### src/rtl/rs_pkg.sv
// Shared types and helpers for the reservation-station queue family.
// Latency: n/a (types and pure functions only).
// Backpressure: n/a.
package rs_pkg;

  localparam int RS_XLEN    = 32;
  localparam int RS_PREG_W  = 6;
  localparam int RS_MAX_CDB = 4;
  localparam int RS_DEPTH   = 8;
  localparam int CNT_W      = $clog2(RS_DEPTH + 1);
  localparam int RS_TAGS_W  = RS_MAX_CDB * RS_PREG_W;

  // One queued instruction with per-source readiness.
  typedef struct packed {
    logic [RS_XLEN-1:0]   pc;
    logic [RS_XLEN-1:0]   inst;
    logic [RS_PREG_W-1:0] prs1;
    logic                 rdy1;
    logic [RS_PREG_W-1:0] prs2;
    logic                 rdy2;
    logic [RS_PREG_W-1:0] prd;
  } rs_entry_t;

  // True when any enabled broadcast channel carries the given tag.
  // Channels are zero-extended to RS_MAX_CDB by the caller; unused ones stay disabled.
  function automatic logic tag_match(input logic [RS_PREG_W-1:0]  tag,
                                     input logic [RS_MAX_CDB-1:0] cdb_en,
                                     input logic [RS_TAGS_W-1:0]  cdb_tag);
    logic hit;
    hit = 1'b0;
    for (int k = 0; k < RS_MAX_CDB; k++) begin
      if (cdb_en[k] && (cdb_tag[k*RS_PREG_W +: RS_PREG_W] == tag)) hit = 1'b1;
    end
    return hit;
  endfunction

endpackage

### src/rtl/rs_select.sv
// Priority encoder: reports whether any request is set and the lowest set index.
// Latency: purely combinational.
// Backpressure: none.
// Ports: req_i (N request bits), found_o (any set), idx_o (lowest set index, 0 if none).
module rs_select #(
  parameter int N     = 8,
  parameter int IDX_W = (N > 1) ? $clog2(N) : 1
) (
  input  logic [N-1:0]     req_i,
  output logic             found_o,
  output logic [IDX_W-1:0] idx_o
);

  always_comb begin
    found_o = |req_i;
    idx_o   = '0;
    // Scan from the top so the lowest (oldest) index wins.
    for (int i = N - 1; i >= 0; i--) begin
      if (req_i[i]) idx_o = IDX_W'(i);
    end
  end

endmodule

### src/rtl/rs_queue.sv
// Age-ordered collapsing reservation station with CDB wakeup and oldest-ready issue.
// Latency: wakeup-to-issue 1 cycle; alloc-to-issue 1 cycle when sources are ready.
// Backpressure: alloc_ready_o drops when full (registered); offered entry holds while fu_ready_i is low.
// Ports: clk_i/reset_ni, flush_i; alloc_* + pc/inst/prs*/prd inputs; cdb_en_i/cdb_tag_i wakeup;
//        issue_valid_o/fu_ready_i handshake with issue_* entry fields; count_o occupancy.
module rs_queue
  import rs_pkg::*;
#(
  parameter int DEPTH           = 8,
  parameter int NUM_CDB         = 2,
  parameter int PREG_W          = RS_PREG_W,
  parameter int XLEN            = RS_XLEN,
  parameter bit P0_ALWAYS_READY = 1'b1
) (
  input  logic                        clk_i,
  input  logic                        reset_ni,
  input  logic                        flush_i,
  input  logic                        alloc_valid_i,
  output logic                        alloc_ready_o,
  input  logic [XLEN-1:0]             pc_i,
  input  logic [XLEN-1:0]             inst_i,
  input  logic [PREG_W-1:0]           prs1_addr_i,
  input  logic [PREG_W-1:0]           prs2_addr_i,
  input  logic [PREG_W-1:0]           prd_addr_i,
  input  logic                        prs1_valid_i,
  input  logic                        prs2_valid_i,
  input  logic [NUM_CDB-1:0]          cdb_en_i,
  input  logic [NUM_CDB*PREG_W-1:0]   cdb_tag_i,
  output logic                        issue_valid_o,
  input  logic                        fu_ready_i,
  output logic [XLEN-1:0]             issue_pc_o,
  output logic [XLEN-1:0]             issue_inst_o,
  output logic [PREG_W-1:0]           issue_prs1_addr_o,
  output logic [PREG_W-1:0]           issue_prs2_addr_o,
  output logic [PREG_W-1:0]           issue_prd_addr_o,
  output logic [$clog2(DEPTH+1)-1:0]  count_o
);

  // The entry layout is fixed by rs_pkg; PREG_W/XLEN overrides must match it.
  localparam int CW    = $clog2(DEPTH + 1);
  localparam int IDX_W = $clog2(DEPTH);

  rs_entry_t        entries_q [DEPTH];
  rs_entry_t        entries_d [DEPTH];
  rs_entry_t        woken     [DEPTH];
  rs_entry_t        shifted   [DEPTH];
  logic [CW-1:0]    count_q, count_d;

  logic [RS_MAX_CDB-1:0] cdb_en_ext;
  logic [RS_TAGS_W-1:0]  cdb_tag_ext;
  logic [DEPTH-1:0]      ready_vec;
  logic                  sel_found;
  logic [IDX_W-1:0]      sel_idx;
  rs_entry_t             sel_e;
  rs_entry_t             new_e;
  logic                  alloc_fire, issue_fire;
  logic [CW-1:0]         wr_slot;

  assign cdb_en_ext  = RS_MAX_CDB'(cdb_en_i);
  assign cdb_tag_ext = RS_TAGS_W'(cdb_tag_i);

  // Eligibility uses registered ready bits only: no CDB-to-issue combinational path.
  always_comb begin
    for (int i = 0; i < DEPTH; i++) begin
      ready_vec[i] = (CW'(i) < count_q) && entries_q[i].rdy1 && entries_q[i].rdy2;
    end
  end

  rs_select #(.N(DEPTH), .IDX_W(IDX_W)) u_select (
    .req_i   (ready_vec),
    .found_o (sel_found),
    .idx_o   (sel_idx)
  );

  always_comb begin
    sel_e = '0;
    for (int i = 0; i < DEPTH; i++) begin
      if (sel_found && (IDX_W'(i) == sel_idx)) sel_e = entries_q[i];
    end
  end

  assign issue_valid_o     = sel_found;
  assign issue_pc_o        = sel_e.pc;
  assign issue_inst_o      = sel_e.inst;
  assign issue_prs1_addr_o = sel_e.prs1;
  assign issue_prs2_addr_o = sel_e.prs2;
  assign issue_prd_addr_o  = sel_e.prd;

  // Full station refuses allocation even if an issue frees a slot this cycle.
  assign alloc_ready_o = (count_q < CW'(DEPTH));
  assign count_o       = count_q;
  assign alloc_fire    = alloc_valid_i && alloc_ready_o && !flush_i;
  assign issue_fire    = sel_found && fu_ready_i && !flush_i;
  assign wr_slot       = count_q - CW'(issue_fire);

  // Incoming entry also captures broadcasts seen in its allocation cycle.
  always_comb begin
    new_e      = '0;
    new_e.pc   = pc_i;
    new_e.inst = inst_i;
    new_e.prs1 = prs1_addr_i;
    new_e.prs2 = prs2_addr_i;
    new_e.prd  = prd_addr_i;
    new_e.rdy1 = prs1_valid_i || (P0_ALWAYS_READY && (prs1_addr_i == '0))
                 || tag_match(prs1_addr_i, cdb_en_ext, cdb_tag_ext);
    new_e.rdy2 = prs2_valid_i || (P0_ALWAYS_READY && (prs2_addr_i == '0))
                 || tag_match(prs2_addr_i, cdb_en_ext, cdb_tag_ext);
  end

  // Wakeup, then collapse above the issued slot, then append the new entry.
  always_comb begin
    for (int i = 0; i < DEPTH; i++) begin
      woken[i]      = entries_q[i];
      woken[i].rdy1 = entries_q[i].rdy1 || tag_match(entries_q[i].prs1, cdb_en_ext, cdb_tag_ext);
      woken[i].rdy2 = entries_q[i].rdy2 || tag_match(entries_q[i].prs2, cdb_en_ext, cdb_tag_ext);
    end
    for (int i = 0; i < DEPTH - 1; i++) begin
      shifted[i] = woken[i+1];
    end
    shifted[DEPTH-1] = '0;
    for (int i = 0; i < DEPTH; i++) begin
      if (issue_fire && (IDX_W'(i) >= sel_idx)) entries_d[i] = shifted[i];
      else                                      entries_d[i] = woken[i];
      if (alloc_fire && (CW'(i) == wr_slot))    entries_d[i] = new_e;
    end
  end

  always_comb begin
    count_d = count_q;
    if (flush_i) begin
      count_d = '0;
    end else begin
      case ({alloc_fire, issue_fire})
        2'b10:   count_d = count_q + CW'(1);
        2'b01:   count_d = count_q - CW'(1);
        default: count_d = count_q;
      endcase
    end
  end

  always_ff @(posedge clk_i or negedge reset_ni) begin
    if (!reset_ni) begin
      count_q <= '0;
      for (int i = 0; i < DEPTH; i++) entries_q[i] <= '0;
    end else begin
      count_q <= count_d;
      for (int i = 0; i < DEPTH; i++) entries_q[i] <= entries_d[i];
    end
  end

  a_count_bound: assert property (@(posedge clk_i) disable iff (!reset_ni) count_q <= CW'(DEPTH));

endmodule

### config.mk
export PLATFORM = sky130hd
export DESIGN_NAME = rs_queue
export DESIGN_NICKNAME = d
export VERILOG_FILES = /design/src/rtl/rs_pkg.sv /design/src/rtl/rs_select.sv /design/src/rtl/rs_queue.sv
export SDC_FILE = /design/constraint.sdc
export NUM_CORES = 2
export LEC_CHECK = 0
export ABC_AREA = 1
export CAP_MARGIN = 20
export CORE_MARGIN = 4
export CORE_UTILIZATION = 34
export CTS_CLUSTER_SIZE = 30
export DETAILED_ROUTE_END_ITERATION = 8
export PLACE_DENSITY = 0.61
export SLEW_MARGIN = 20
export SYNTH_ARGS = -nofsm -noshare
export SYNTH_HDL_FRONTEND = slang
export SYNTH_HIERARCHICAL = 1
export SYNTH_SLANG_ARGS = --single-unit
export TNS_END_PERCENT = 5
### constraint.sdc
create_clock -name clk_i -period 3 [get_ports clk_i]
set_input_delay 0.6 -clock clk_i [delete_from_list [all_inputs] [get_ports clk_i]]
set_output_delay 0.6 -clock clk_i [all_outputs]
set_load 0.02 [all_outputs]
After elaboration in Yosys (flattened, before gate mapping)
Cells that the tools add are included.
{"block": "totals", "in_bits": 103, "word_cells": 314, "reg_bits": 676, "out_inout_bits": 88}
{"block": "op_classes", "eq_ne": 52, "muxes": 70, "n_reduce_logical": 115, "order_cmp": 17, "addsub": 3}
{"op": "84-bit 2-to-1 mux", "count": 24}
{"op": "6-bit equality test", "count": 36}
{"op": "1-bit logical AND", "count": 80}
{"op": "1-bit 2-to-1 mux", "count": 36}
{"op": "3-bit 2-to-1 mux", "count": 8}
{"op": "1-bit logical OR", "count": 20}
{"op": "3-bit by 4-bit equality test with 1-bit output, first input constant", "count": 4}
{"op": "3-bit by 4-bit < comparator with 1-bit output, first input constant", "count": 4}
{"op": "2-bit nonzero test", "count": 8}
{"op": "3-bit equality test, first input constant", "count": 4}
{"op": "3-bit >= comparator, first input constant", "count": 4}
{"op": "6-bit zero test", "count": 2}
{"op": "2-bit by 4-bit equality test with 1-bit output, first input constant", "count": 2}
{"op": "1-bit by 4-bit < comparator with 1-bit output, first input constant", "count": 2}
{"op": "2-bit by 4-bit < comparator with 1-bit output, first input constant", "count": 2}
{"op": "4-bit case mux with 2 select lines", "count": 1}
{"op": "8-bit OR reduction", "count": 1}
{"op": "2-bit by 3-bit equality test with 1-bit output, first input constant", "count": 2}
{"op": "1-bit by 3-bit >= comparator with 1-bit output, first input constant", "count": 2}
{"op": "2-bit by 3-bit >= comparator with 1-bit output, first input constant", "count": 2}
{"op": "4-bit by 1-bit adder with 4-bit output, second input constant", "count": 1}
{"op": "1-bit by 4-bit equality test with 1-bit output, first input constant", "count": 1}
{"op": "4-bit zero test", "count": 1}
{"op": "4-bit < comparator, second input constant", "count": 1}
{"op": "9 further kinds", "count": 9}

Depth between registers and ports, before layout
{"block": "logic_depth", "ltp_word": 21, "ltp_mapped": 21, "depth_no_buf": 19}

Hierarchy
Netlist, hierarchy kept.
{"module": "rs_queue", "area_each_um2": 37183.2, "cells_each": 5469, "seq_area_each_um2": 16916.2, "instances": 1}
{"module": "rs_select", "area_each_um2": 98.8, "cells_each": 22, "seq_area_each_um2": 0.0, "instances": 1}

Worst setup path before layout
OpenSTA, ideal clock, no wires.
{"block": "synth_timing", "path_type": "register to output", "startpoint": "reg count_q[1], in the netlist count_o[1]", "endpoint": "out issue_inst_o[20]", "t_required_ns": 2.400, "stages_incl_launch_ff": 17, "n_path_buf": 1, "setup_slack_ns": -0.426, "t_arrival_ns": 2.826, "cell_sequence": "dfrtp_1 inv_1 ha_1 nand2_1 nor2_1 a211oi_1 inv_1 nand4_1 inv_1 nand2_1 nand2_1 nor2_1 clkbuf_1 nand2_1 nand3_1 o22ai_1 nand4_1"}
{"block": "synth_between", "elab_cells_between_ends": 57, "classes_between": "order compare: 8; eq/ne: 7; mux: 16; reduce/logical: 26"}
{"element": "start: declaration", "line_no": "rs_queue.sv:47", "source": "logic [CW-1:0] count_q, count_d;"}
{"element": "start signal: assignment", "line_no": "rs_queue.sv:146", "source": "count_q <= count_d;"}
{"element": "1-bit by 4-bit < comparator with 1-bit output *", "line_no": "rs_queue.sv:65", "source": "ready_vec[i] = (CW'(i) < count_q) && entries_q[i].rdy1 && entries_q[i].rdy2;"}
{"element": "1-bit logical AND * (2 in a row)", "line_no": "rs_queue.sv:65"}
{"element": "net ready_vec[1]", "line_no": "rs_queue.sv:51", "source": "logic [DEPTH-1:0] ready_vec;"}
{"element": "8-bit OR reduction *", "line_no": "rs_select.sv:15", "source": "found_o = |req_i;"}
{"element": "net issue_valid_o", "line_no": "rs_queue.sv:29", "source": "output logic issue_valid_o,"}
{"element": "1-bit logical AND", "line_no": "rs_queue.sv:78", "source": "if (sel_found && (IDX_W'(i) == sel_idx)) sel_e = entries_q[i];"}
{"element": "84-bit 2-to-1 mux (7 in a row)", "line_no": "rs_queue.sv:78"}
{"element": "84-bit 2-to-1 mux *", "line_no": "rs_queue.sv:78"}
{"element": "end: declaration", "line_no": "rs_queue.sv:32", "source": "output logic [XLEN-1:0] issue_inst_o,"}
The timed path passes the listed nets; every way through them passes the cells marked *.

Worst setup path in the final report
{"block": "layout_timing", "startpoint": "reg count_q[1], in the netlist count_o[1]", "endpoint": "out issue_prd_addr_o[3]"}
{"block": "layout_between", "elab_cells_between_ends": 57, "classes_between": "order compare: 8; eq/ne: 7; mux: 16; reduce/logical: 26"}
{"element": "1-bit by 4-bit < comparator with 1-bit output *", "line_no": "rs_queue.sv:65"}
{"element": "1-bit logical AND * (2 in a row)", "line_no": "rs_queue.sv:65"}
{"element": "net ready_vec[1]", "line_no": "rs_queue.sv:51"}
{"element": "3-bit 2-to-1 mux * (2 in a row)", "line_no": "rs_select.sv:19", "source": "if (req_i[i]) idx_o = IDX_W'(i);"}
{"element": "net sel_idx[0]", "line_no": "rs_queue.sv:53", "source": "logic [IDX_W-1:0] sel_idx;"}
{"element": "3-bit zero test", "line_no": "rs_queue.sv:78"}
{"element": "1-bit logical AND", "line_no": "rs_queue.sv:78"}
{"element": "84-bit 2-to-1 mux (7 in a row)", "line_no": "rs_queue.sv:78"}
{"element": "84-bit 2-to-1 mux *", "line_no": "rs_queue.sv:78"}
{"element": "end: declaration", "line_no": "rs_queue.sv:35", "source": "output logic [PREG_W-1:0] issue_prd_addr_o,"}
Marks and branches as above.

==> run metrics <==
CP endpoint kind primary output; CP Class reg -> out; cell taking the most area after synthesis dfrtp_1; Fmax achieved ~0.24 GHz; Ports between 150 and 200; Post-synth top cells nand2_1, dfrtp_1, nand3_1; Tmin final between 4 and 5 ns; Critical Path Source Type flop; final core occ 0.4322; skew final roughly 0.036 ns; IO buf count 190; CTS max path bufs 3; Min-Delay Path Class reg -> reg; vias in the first global route 36850; Max-cap violations 0; share of cells above drive strength 1 0.1270; CTS Root Cell clkbuf_16; mean cell area of the mapped netlist about 6.8 um^2; proportion of netlist area held by the largest area contributor 0.4537; area of the multi-input gates 18450 um^2; relative slew slack 0.4851; violated checks negative setup slack; Via density between 5 and 6; RSZ-0062 raised after global routing yes; CORE AREA 108900 um^2; predominant post-synthesis flop cell dfrtp_1; part of the cycle the worst path needs 1.370; Area growth syn-to-layout 26.18%; Final WS setup -1.111 ns; pre-CTS setup slack -1.189 ns; largest net degree at the start of global routing 92; Max VDD drop roughly 560 uV; Vias ~38000; critical path arrival about 3.5 ns; number of remaining DRC errors 0; FF+latch count, synth 676; WL final around 150 mm; total CTS buffers around 80; global-route wire length before repair approximately 230 mm; slew at the pin with the worst max-slew slack 0.7643 ns; die height 339.1 um; Cells after Synth 5491; GRT Total Usage 0.2537; final setup vio count between 700 and 800; Data required, critical path ~2.4 ns; initial antenna violation count 11; H-Tree Level Count 3; DR pass1 iterations 8; initial core utilization 0.3425; leak pwr between 20 and 25 nW; ANT nets after route 0; DP HPWL 97.86 mm; insertion delay to the later sink of the worst-skew pair roughly 0.67 ns; Netlist cell types 39; Mapped Area roughly 37000 um^2; FILL cells 10920; global route total overflow 0; synth top area cells dfrtp_1, nand2_1, nand3_1, nand4_1, buf_2; Final Max Tran Viols 0; synth warn 6; die width between 300 and 400 um; row count 121; Power Density slightly below 1000 nW/um^2; GP Congestion 0.9362; Worst-path clk slew around 0.060 ns; status finished with violations; EDFF count, synth 0; die area around 120000 um^2; Final Hold Vio Count 0; Iter 0 DRT Violations approximately 4000; sequential fraction of the synthesis area 0.4537; Synth async-reset ratio 1.000; CTS tree built; # clock sinks roughly 680; routed len/inst roughly 21 um; CP Max Fanout 18; syn_nets between 5000 and 6000; Final #Nets 5825; register area 16920 um^2; top-count cell post-synth nand2_1; reg-to-reg slack, setup -0.56 ns
-- registers in the layout, summed over array words and instances, names as in the netlist --
signal	count
entries_q	672
count_o	4
-- timing repair --
item,CTS,global route
hold buffers,1,0
pin swaps,41,35
endpoints found under the setup margin,755,755
resized for setup,417,142
buffers inserted,17,8
endpoints found under the hold margin,32,0
cloned,4,5
-- cell usage in the layout, fill, tap and decap left out, drive strengths merged, types with 4 or more instances in the layout --
cell type / count
o21ai: 142
inv: 235
ha: 5
dfrtp: 676
clkbuf: 128
o211ai: 22
buf: 429
nand3: 578
nor3: 29
clkdlybuf4s50: 107
nand3b: 5
diode: 5
a21oi: 164
clkinvlp: 4
nand2: 2793
nor2: 193
clkinv: 23
xor2: 12
nand4: 175
o22ai: 39
-- report_power, final --
group | switching [W] | total, W | internal, W
Clock | 0.00423 | 0.0102 | 0.00596
Sequential | 0.00302 | 0.0154 | 0.0124
Combinational | 0.0121 | 0.0197 | 0.00761
-- cells by family after synthesis --
logic type	Yosys count	synth area share
and+or+nand+nor	3776	0.4154
DFF	676	0.4537
buffers and inverters	643	0.07155
AOI/OAI and AO/OA	377	0.05413
xor gates and xnor gates	14	0.003490
adders and majority gates	5	0.001678
-- final timing paths --
check | startpoint | end | cells after the start
min reg2reg | entries_q[445]$_DFFE_PN0P_ | entries_q[529]$_DFFE_PN0P_ | 2
max | count_o[1]$_DFFE_PN0P_ | issue_prd_addr_o[3] | 18
min in group asynchronous | reset_ni | entries_q[188]$_DFFE_PN0P_ | 2
max in group asynchronous | reset_ni | entries_q[73]$_DFFE_PN0P_ | 3
max reg2reg | count_o[1]$_DFFE_PN0P_ | entries_q[591]$_DFFE_PN0P_ | 20
min | entries_q[445]$_DFFE_PN0P_ | entries_q[529]$_DFFE_PN0P_ | 2
-- cell type report --
type                       instances  area share
tap                             1414     0.03761
sequential                       676      0.3597
clock buffer                     123     0.05245
clock inverter                    25    0.005532
antenna                            5   0.0002660
timing repair buffer             545      0.1323
multi-input combinational       4172      0.3923
inverter                         240     0.01981
-- metal layers --
metal	up-vias	wire [um]	GRT usage
met4	6	5208	0.08998
met5	-	39	0
li1	17880	-	-
met2	1825	68110	0.4034
met1	18430	63390	0.3492
met3	344	13930	0.04326
-- metrics by stage --
step / setup TNS, ns / instance area, um^2 / hold WS [ns] / cells / power [W]
final: -386.62 / 47040 / 0.4930 / 7200 / 0.04525
after global placement: -363.69 / 43310 / 0.4788 / 7012 / 0.03379
after floorplan: -108.05 / 37580 / 0.3044 / 5491 / 0.02497
after detailed placement: -375.25 / 43330 / 0.4806 / 7013 / 0.03416
after CTS: -412.87 / 46530 / 0.4935 / 7183 / 0.04471
after global routing: -496.85 / 47040 / 0.5199 / 7197 / 0.04779
-- critical path: stages (launching register included) --
cell,delay [ns]
dfrtp_2,0.41
inv_2,0.07
buf_4,0.14
ha_2,0.17
a211oi_2,0.17
inv_1,0.10
buf_4,0.15
a21oi_4,0.17
inv_2,0.07
nand2_4,0.09
buf_4,0.13
nor2_4,0.05
buf_4,0.15
buf_12,0.16
nand2_1,0.12
nand4_1,0.12
a21oi_1,0.21
nand4_1,0.18
buf_12,0.19
Power figures use the tool's default switching activity.
